<file path="config.mk">
export PLATFORM = sky130hd
export DESIGN_NAME = store_write_buffer
export DESIGN_NICKNAME = d
export VERILOG_FILES = /design/src/rtl/store_write_buffer.sv
export SDC_FILE = /design/constraint.sdc
export NUM_CORES = 1
export LEC_CHECK = 0
export CORE_MARGIN = 2
export CORE_UTILIZATION = 60
export DETAILED_ROUTE_END_ITERATION = 10
export GPL_TIMING_DRIVEN = 0
export PLACE_DENSITY = 0.95
export SYNTH_ARGS = -nofsm -noshare
export SYNTH_HDL_FRONTEND = slang
export SYNTH_SLANG_ARGS = --single-unit
</file>
<file path="constraint.sdc">
create_clock -name clk_i -period 8.9 [get_ports clk_i]
set_input_delay 1.78 -clock clk_i [delete_from_list [all_inputs] [get_ports clk_i]]
set_output_delay 1.78 -clock clk_i [all_outputs]
set_load 0.05 [all_outputs]
</file>
<file path="src/rtl/store_write_buffer.sv">
// Posted-store FIFO between the MEM stage and data memory. Stores retire in one
// cycle and drain in order; loads forward from the youngest matching entry.
module store_write_buffer #(
    parameter int DEPTH  = 4,
    parameter int ADDR_W = 32,
    parameter int DATA_W = 32
) (
    input  logic              clk_i,
    input  logic              rst_i,
    input  logic [1:0]        cpu_mem_ctrl_i,
    input  logic [ADDR_W-1:0] cpu_addr_i,
    input  logic [DATA_W-1:0] cpu_wdata_i,
    output logic [DATA_W-1:0] cpu_rdata_o,
    output logic              stall_o,
    output logic              empty_o,
    output logic [ADDR_W-1:0] mem_rd_addr_o,
    input  logic [DATA_W-1:0] mem_rd_data_i,
    output logic              mem_wr_valid_o,
    input  logic              mem_wr_ready_i,
    output logic [ADDR_W-1:0] mem_wr_addr_o,
    output logic [DATA_W-1:0] mem_wr_data_o
);

    localparam int              PTR_W      = $clog2(DEPTH);
    localparam logic [PTR_W:0]  FULL_COUNT = (PTR_W+1)'(DEPTH);

    logic [ADDR_W-1:0] entry_addr [DEPTH];
    logic [DATA_W-1:0] entry_data [DEPTH];
    logic [PTR_W-1:0]  head;
    logic [PTR_W-1:0]  tail;
    logic [PTR_W:0]    count;

    logic              full;
    logic              is_store;
    logic              is_load;
    logic              drain;
    logic              accept;
    logic              fwd_hit;
    logic [DATA_W-1:0] fwd_data;
    logic [PTR_W-1:0]  idx;

    assign full     = (count == FULL_COUNT);
    assign is_store = cpu_mem_ctrl_i[1];
    assign is_load  = (cpu_mem_ctrl_i == 2'b01);

    assign mem_wr_valid_o = (count != '0);
    assign mem_wr_addr_o  = entry_addr[head];
    assign mem_wr_data_o  = entry_data[head];
    assign drain          = mem_wr_valid_o & mem_wr_ready_i;

    // A full buffer still accepts a store when the head drains in the same cycle.
    assign accept  = is_store & (~full | drain);
    assign stall_o = is_store & full & ~drain;
    assign empty_o = (count == '0);

    assign mem_rd_addr_o = cpu_addr_i;

    // NOTE: sequential state uses non-blocking assignments so every register
    // samples pre-edge values regardless of block ordering.
    always_ff @(posedge clk_i) begin
        if (rst_i) begin
            head  <= '0;
            tail  <= '0;
            count <= '0;
        end else begin
            if (drain)
                head <= head + PTR_W'(1);
            if (accept)
                tail <= tail + PTR_W'(1);
            if (accept & ~drain)
                count <= count + (PTR_W+1)'(1);
            else if (drain & ~accept)
                count <= count - (PTR_W+1)'(1);
        end
    end

    // NOTE: entry storage has no reset; contents are only observed while count
    // marks them valid, so a reset path would be pure cost.
    always_ff @(posedge clk_i) begin
        if (accept) begin
            entry_addr[tail] <= cpu_addr_i;
            entry_data[tail] <= cpu_wdata_i;
        end
    end

    // Walk from oldest to youngest so the last match found is the youngest.
    // NOTE: every always_comb output gets a default first, so no latch is inferred.
    always_comb begin
        fwd_hit  = 1'b0;
        fwd_data = '0;
        idx      = '0;
        for (int i = 0; i < DEPTH; i++) begin
            idx = head + PTR_W'(i);
            if (((PTR_W+1)'(i) < count) && (entry_addr[idx] == cpu_addr_i)) begin
                fwd_hit  = 1'b1;
                fwd_data = entry_data[idx];
            end
        end
    end

    assign cpu_rdata_o = (is_load & fwd_hit) ? fwd_data : mem_rd_data_i;

endmodule

</file>
; Yosys cells after proc, flatten, opt, wreduce, memory -nomap -nowiden
; Memories as Yosys holds them, arrays and structs flattened. A register that Yosys moved wholly into a read port is not among the register bits.
; Cells that the tools add are included.
[classes]
addsub = 6
order_cmp = 4
n_eq_ne = 6
mux = 17
bitwise_logic = 11
n_reduce_logical = 7
[op_table]
columns = operator, n
row1 = $mux 32, 5
row2 = $eq 32x32->1, 4
row3 = $mux 2, 4
row4 = $and 1x1->1, 7
row5 = $lt 1x3->1 const A, 2
row6 = $lt 2x3->1 const A, 2
row7 = $mux 1, 6
row8 = $mux 3, 2
row9 = $add 2x1->2 const B, 2
row10 = $add 2x2->2 const B, 2
row11 = $logic_and 1x1->1, 4
row12 = $add 3x1->3 const B, 1
row13 = $eq 3x3->1 const B, 1
row14 = $logic_not 3->1, 1
row15 = $not 1->1, 3
row16 = $reduce_bool 3->1, 1
row17 = $sub 3x1->3 const B, 1
row18 = $eq 2x1->1 const B, 1
row19 = $reduce_bool 2->1, 1
row20 = $or 1x1->1, 1
[word_totals]
register_bits = 7
mem_bits_rw = 256
in_bits = 101
output_inout_bits = 131
wordCells = 56
n_memories = 2
[mem_list]
columns = memory, words, width, rd, rd_ports_with_merged_regs, write_ports, line_no
row1 = entry_addr, 4, 32, 4, 1, 1, 27  ; logic [ADDR_W-1:0] entry_addr [DEPTH];
row2 = entry_data, 4, 32, 4, 1, 1, 28  ; logic [DATA_W-1:0] entry_data [DEPTH];

; Logic depth before layout (Yosys ltp)
; Gate-level depths: netlist of the first run.
; An unclocked memory read counts as a cell.
[logic_depth]
word_depth = 9
depth_mapped = 15
depth_no_buf = 10

; Worst setup path before layout of the first run
; OpenSTA, ideal clock, no wires.
[synth_path]
kind = in2out
from = in cpu_addr_i[23]
to = out cpu_rdata_o[21]
t_arrival_ps = 4596
required_ps = 7120
setup_slack_ps = 2524
path_stages = 10
path_buffers = 2
path_cell_list = clkbuf_1 -> xnor2_1 -> or4_1 -> a2111oi_0 -> and3_1 -> a311o_1 -> clkbuf_1 -> and2b_1 -> o32a_1 -> mux2_2
[synth_between]
elab_chain_len = 8
elab_cells_between_ends = 18
classes_between = eq/ne (4) / mux (9) / bitwise (1) / reduce/logical (4)
[synth_lines]
columns = element, line_no
row1 = from (decl), 11  ; input logic [ADDR_W-1:0] cpu_addr_i,
row2 = $eq 32x32->1, 94  ; if (((PTR_W+1)'(i) < count) && (entry_addr[idx] == cpu_addr_i)) begin
row3 = $logic_and 1x1->1, 94
row4 = $mux 1 (4 in series), 94
row5 = $and 1x1->1, 101  ; assign cpu_rdata_o = (is_load & fwd_hit) ? fwd_data : mem_rd_data_i;
row6 = $mux 32 (*), 101
row7 = to (decl), 13  ; output logic [DATA_W-1:0] cpu_rdata_o,
; Every way passes the cells marked *; elsewhere a longest branch is shown, timed or not.

; Worst setup path in the final report of the first run
[layout_path]
from = in cpu_addr_i[23]
to = out cpu_rdata_o[26]
; The elaborated chain is that of the path after synthesis.

==> metrics.csv, run 1 <==
metric,value,unit
antenna violations before repair,5,
total CTS buffers,30,
synthesized instance count,1281,
Max clock buf depth,3,
Setup CP Type,input port to output port,
Iter 0 DRT Violations,2451,
Clock Latency Late Sink,570,ps
clock power share,0.203,
leak pwr,7.51,nW
number of filler cells placed in the layout,1814,
drt drc,0,
GR Overflow Total,0,
Net Sw Power,0.00267,W
vias in the first global route,14200,
Worst Hold Class,flip-flop to flip-flop,
hold path depth,2,
fin crit share,0.994,
GPL Wtd Cong,1.01,
sw frac,0.423,
Worst Path Arrival,7060,ps
Root Driver,clkbuf_16,
CP required,7120,ps
Initial Util,0.606,
hold path startpoint,count[2]$_SDFFE_PP0P_,
internal power,0.00364,W
Die ar.,0.0321,mm^2
sequential power share,0.253,
first-pass GRT wire length,90000,um
Area Growth Syn to Fin,21.5,%
H-tree levels,1,
CTS tree,yes,
Crit Path Max Fanout,10,
Vias/cell,7.45,
core box area,0.0303,mm^2
relative slew slack,0.253,
"top cells by area, synth","edfxtp_1, mux4_2, mux2i_1",
syn avg cell area,14.4,um^2
Post-DRT Antenna Nets,0,
Peak VDD IR,247,uV
hold endpoint,count[2]$_SDFFE_PP0P_,
I/O Buffers,230,
maximum clock rate,113,MHz
clk_skew,10.9,ps
startpoint types,input port,
FF-to-FF Start,head[0]$_SDFFE_PP0P_,
Synth cell types,65,
Die H,179,um
# Post-CTS Setup Buffers,0,
Post-synth EDFFs,256,
clk sink count,265,
Cell Pwr Density,282,mW/mm^2
drt pass-1 iters,6,
sequential share of the synthesized area,0.428,
#FFs+latches synth,265,
Clock Pin Slew Worst Setup and Hold Paths,60,ps
routed length per instance,32.0,um
layout cell share with drive strength beyond 1,0.243,
Synth area leader,edfxtp_1,
I/O pin cnt,232,
Worst Max-Slew Pin Slew,1120,ps
DPL Wire Length,44200,um
RSZ-0062 raised after global routing,no,
drt total wl,62900,um
Slew Limit Fails,0,
crit end category,output port,
Setup-failing EPs final,0,
register-to-register setup slack,5270,ps
synth cell count leaders,"edfxtp_1, mux4_2, mux2i_1",
Max-cap violations,0,
min Tclk post-route,8840,ps
dominant cell by count in the synthesized netlist,edfxtp_1,
Post-synth ARST share,0,
r2r worst-path depth,11,
post-synth design cell area,0.0184,mm^2
die width,179,um
Synth Flop Type,edfxtp_1,
FF+latch area,0.00787,mm^2
Post-layout nets,1657,
Synth warnings,0,
final hold vios,0,
GRT Total Usage,0.389,
final setup TNS,0,ps
Gate power share,0.543,
status,finished clean,
Cell Rows,64,
placed cell count,1911,
footprint of the multi-input gates,0.00952,mm^2
post-synth top area share,0.418,
pin count of the biggest net entering global routing,43,
utilization after layout,0.736,
Non-Filler Instances,1968,
Via Count,14700,
Syn Nets,1391,
-- metal layers --
metal | track usage | share of wire | vias up
li1 | - | - | 5731
met1 | 0.528 | 0.35 | 7249
met2 | 0.601 | 0.47 | 1390
met3 | 0.0975 | 0.13 | 279
met4 | 0.169 | 0.053 | 4
met5 | 0 | 0.00033 | -
-- timing repair --
item	in CTS	in global routing
resized for setup	1	0
endpoints found under the setup margin	14	0
hold buffers	0	0
-- per-stage QoR --
step                instance area [um^2]  hold WS [ps]  worst slack, ps  power [W]
finish                             22300           558             56.5    0.00630
global route                       22300           587             54.2    0.00645
CTS                                22300           551              194    0.00623
detailed placement                 21300           542            -31.3    0.00495
global placement                   21200           530            -22.7    0.00488
floorplan                          18400           496             2520    0.00393
-- sequential cells by signal, indices dropped and copies added, names as in the netlist, named ones only --
| register | flops |
|---|---|
| count | 3 |
| entry_addr | 128 |
| entry_data | 128 |
| head | 2 |
| tail | 2 |
-- power groups by stage --
| stage | clock network, W | logic, W | registers [W] |
|---|---|---|---|
| after floorplan | 0 | 0.00234 | 0.00159 |
| after global placement | 0 | 0.00327 | 0.00161 |
| after detailed placement | 0 | 0.00334 | 0.00161 |
| after CTS | 0.00128 | 0.00336 | 0.00159 |
| after global routing | 0.00133 | 0.00352 | 0.00161 |
| final | 0.00128 | 0.00343 | 0.00160 |
-- logic make-up (layout without fill, tap and decap cells) --
logic type      after synthesis  after routing  share of synthesized area
compound gates              170            170                     0.0716
simple gates                180            180                     0.0553
fa+ha+maj                     9              9                    0.00613
flops                       265            265                      0.428
xor+xnor                    104            104                     0.0495
buf+inv                     199            488                     0.0550
mux                         354            354                      0.334
other cells                   0              2                          0
-- how the worst max path moves through the flow --
stage | start | end | slack [ps] | depth (start not counted)
global placement | cpu_addr_i[23] | cpu_rdata_o[2] | -20 | 12
global route | cpu_addr_i[23] | cpu_rdata_o[26] | 50 | 12
CTS | cpu_addr_i[23] | cpu_rdata_o[26] | 190 | 12
detailed placement | cpu_addr_i[23] | cpu_rdata_o[2] | -30 | 12
floorplan | cpu_addr_i[23] | cpu_rdata_o[21] | 2520 | 10
finish | cpu_addr_i[23] | cpu_rdata_o[26] | 60 | 12
-- critical path, cell delays in order --
cell and delay (ps):
clkdlybuf4s50_1 580, clkbuf_1 410, xnor2_1 190, or4_1 510, a2111oi_1 850, and3_1 270, a311o_1 360, clkbuf_1 510
and2b_1 250, o32a_1 340, mux2_2 280, clkdlybuf4s50_1 720
-- cell usage in the layout (no fill, tap or decap), drive strengths merged, types with 4 or more instances in the layout --
cell type,netlist,routed
nand3,6,6
a221oi,4,4
buf,85,89
xnor2,86,86
nor2b,15,15
ha,9,9
xor2,18,18
dfxtp,9,9
clkdlybuf4s50,0,230
o21ai,15,15
o211ai,6,6
bufinv,0,4
o2111ai,5,5
mux4,204,204
nor3,37,37
a21o,32,32
o221ai,4,4
clkbuf,64,96
o32a,33,33
a2111oi,6,6
nand4,19,19
a21oi,16,16
edfxtp,256,256
a31oi,5,5
mux2,42,42
clkinv,0,12
nor3b,4,4
nor2,30,30
inv,50,52
clkinvlp,0,5
mux2i,108,108
nor4,4,4
o22ai,11,11
and2b,17,17
and2,7,7
nand2,23,23
a22oi,11,11
-- cell type report --
type | count | share of cell area
multi-input combinational | 817 | 0.426
sequential | 265 | 0.352
timing repair buffer | 234 | 0.108
buffer | 149 | 0.0369
clock buffer | 32 | 0.0349
tap | 396 | 0.0222
clock inverter | 23 | 0.0109
inverter | 50 | 0.00840
antenna | 2 | 0.000224
No activity file was read; power rests on OpenSTA's default activity.
==> inputs of run 2 (changes only) <==
--- a/config.mk
+++ b/config.mk
@@ -5,7 +5,7 @@
 export SDC_FILE = /design/constraint.sdc
 export NUM_CORES = 1
 export LEC_CHECK = 0
-export CORE_MARGIN = 2
+export CORE_MARGIN = 1.5
 export CORE_UTILIZATION = 60
 export DETAILED_ROUTE_END_ITERATION = 10
 export GPL_TIMING_DRIVEN = 0
==> run 2 against run 1 <==
Register-to-register slack improved by 100 ps. Combinational power about the same. Sequential power about the same. Critical endpoint is now cpu_rdata_o[10]. Die area decreased by 1.1%. Largest cell class unchanged. Routed wire length decreased by 2.0%. Count of clock-buffer cells in the layout increased by 4. Non-clock buffer count unchanged. Clock power decreased by 5%. Sequential share of layout area increased by 0.10 points. Largest power group unchanged. Hold slack got worse by 9.2 ps. First-iteration DRC count increased by 1.6%.
==> metrics.csv, run 2 (synthesized netlist as in run 1, its figures left out) <==
metric,value,unit
core box area,0.0299,mm^2
RSZ-0062 raised after global routing,no,
Crit Path Max Fanout,10,
Setup-failing EPs final,0,
Clock Latency Late Sink,570,ps
Cell Pwr Density,280,mW/mm^2
kind of cell adding the most delay to the critical path,buffers and inverters,
Worst Hold Class,flip-flop to flip-flop,
r2r worst-path depth,11,
Net Sw Power,0.00263,W
number of filler cells placed in the layout,1832,
CP required,7120,ps
Post-layout nets,1657,
clk_skew,10.2,ps
crit end category,output port,
hold path depth,2,
GRT Total Usage,0.391,
drt total wl,61700,um
Setup CP Type,flip-flop to output port,
die width,178,um
Gate power share,0.548,
min Tclk post-route,8740,ps
Worst Path Arrival,6960,ps
GPL Wtd Cong,1.02,
Vias/cell,7.49,
startpoint types,flip-flop,
I/O pin cnt,232,
register-to-register setup slack,5370,ps
DPL Wire Length,43300,um
layout cell share with drive strength beyond 1,0.238,
crit-path cells,clkbuf_1 -> clkbuf_1 -> mux4_2 -> xnor2_1 -> nand4_1 -> a2111oi_0 -> nand4_1 -> nor3b_1 -> nor3b_4 -> buf_6 -> mux2_2 -> clkdlybuf4s50_1,
relative slew slack,0.295,
Cell Rows,63,
placed cell count,1905,
antenna violations before repair,4,
Critical Path Max Stage Delay,820,ps
Slew Limit Fails,0,
Max clock buf depth,3,
I/O Buffers,230,
Slowest cell on crit path,clkbuf_1,
Setup WS pre-CTS,-55.9,ps
internal power,0.00360,W
total CTS buffers,30,
Peak VDD IR,252,uV
FF-to-FF Start,head[0]$_SDFFE_PP0P_,
Bufs and invs on worst path,4,
maximum clock rate,114,MHz
clk sink count,265,
CTS tree,yes,
Max-cap violations,0,
Area Growth Syn to Fin,21.1,%
fin crit share,0.982,
Worst Max-Slew Pin Slew,1060,ps
first-pass GRT wire length,90200,um
sw frac,0.422,
Post-DRT Antenna Nets,0,
H-tree levels,1,
status,finished clean,
Die ar.,0.0317,mm^2
hold endpoint,count[2]$_SDFFE_PP0P_,
pin count of the biggest net entering global routing,42,
GR Overflow Total,0,
Die H,178,um
Initial Util,0.615,
sequential power share,0.256,
clock power share,0.196,
Non-Filler Instances,1962,
Hold Buf Count CTS,0,
Clock Pin Slew Worst Setup and Hold Paths,60,ps
"most common cell after layout, fill and taps aside",edfxtp_1,
leak pwr,7.50,nW
drt pass-1 iters,6,
Root Driver,clkbuf_16,
most frequent cells in the layout,"edfxtp_1, clkdlybuf4s50_1, mux4_2",
Via Count,14700,
final hold vios,0,
hold path startpoint,count[2]$_SDFFE_PP0P_,
Iter 0 DRT Violations,2489,
vias in the first global route,14300,
drt drc,0,
Final WS setup,164,ps
routed length per instance,31.4,um
Top Registers,"entry_addr (128), entry_data (128), count (3)",
-- run 2: changes by cell type in the layout (fill, tap and decap cells not counted), sizes merged --
| cell | before | now |
|---|---|---|
| clkinvlp | 5 | 0 |
| clkbuf | 96 | 100 |
| clkinv | 12 | 15 |
| inv | 52 | 50 |
| bufinv | 4 | 3 |
| diode | 2 | 3 |
-- run 2: worst min-delay path, delay by kind of cell, from the launching register on --
family / cells / cell delay [ps]
AOI/OAI and AO/OA: 2 / 150
DFF: 1 / 350
-- run 2: power groups by stage --
stage	sequential [W]	clock [W]	combinational [W]
floorplan	0.00159	0	0.00234
global placement	0.00161	0	0.00326
detailed placement	0.00161	0	0.00332
CTS	0.00159	0.00121	0.00335
global route	0.00161	0.00126	0.00351
finish	0.00160	0.00122	0.00341
-- run 2: metal layers --
metal	global-route usage	vias up	wire, um
met2	0.597	1494	28100
li1	-	5715	-
met5	0.00321	-	26
met4	0.179	4	3400
met3	0.0976	297	8920
met1	0.534	7182	21200
-- run 2: layout make-up --
cell class,count,area (um^2),area share
multi-input cells,817,9520,0.428
flip-flops and latches,265,7870,0.353
repair buffers,234,2410,0.108
plain buffers,149,823,0.0370
clock buffers,36,795,0.0357
well taps,390,488,0.0219
inverters,50,188,0.00843
clock inverters,18,161,0.00725
diodes,3,7.51,0.000337
-- run 2: how the worst max path moves through the flow --
stage                   start               to  slack, ps  depth (start not counted)
2_1_floorplan  cpu_addr_i[23]  cpu_rdata_o[21]       2520                         10
3_3_place_gp   cpu_addr_i[23]  cpu_rdata_o[11]        -30                         12
3_5_place_dp   cpu_addr_i[23]  cpu_rdata_o[10]        -60                         12
4_1_cts        cpu_addr_i[23]  cpu_rdata_o[10]        190                         12
5_1_grt        cpu_addr_i[11]  cpu_rdata_o[10]         60                         13
6_report            flip-flop  cpu_rdata_o[10]        160                         12
-- run 2: through the flow --
stage               hold WS [ps]  power, W  TNS (ps)  cell area [um^2]   util
floorplan                    496   0.00393         0             18400      -
global placement             526   0.00487      -183             21200  0.709
detailed placement           533   0.00493      -658             21300  0.713
CTS                          541   0.00615         0             22300  0.745
global route                 598   0.00638         0             22300  0.745
finish                       549   0.00623         0             22300  0.745
-- run 2: timing repair --
action	CTS	global route
endpoints found under the setup margin	29	30
setup buffers	0	0
resized for setup	1	1
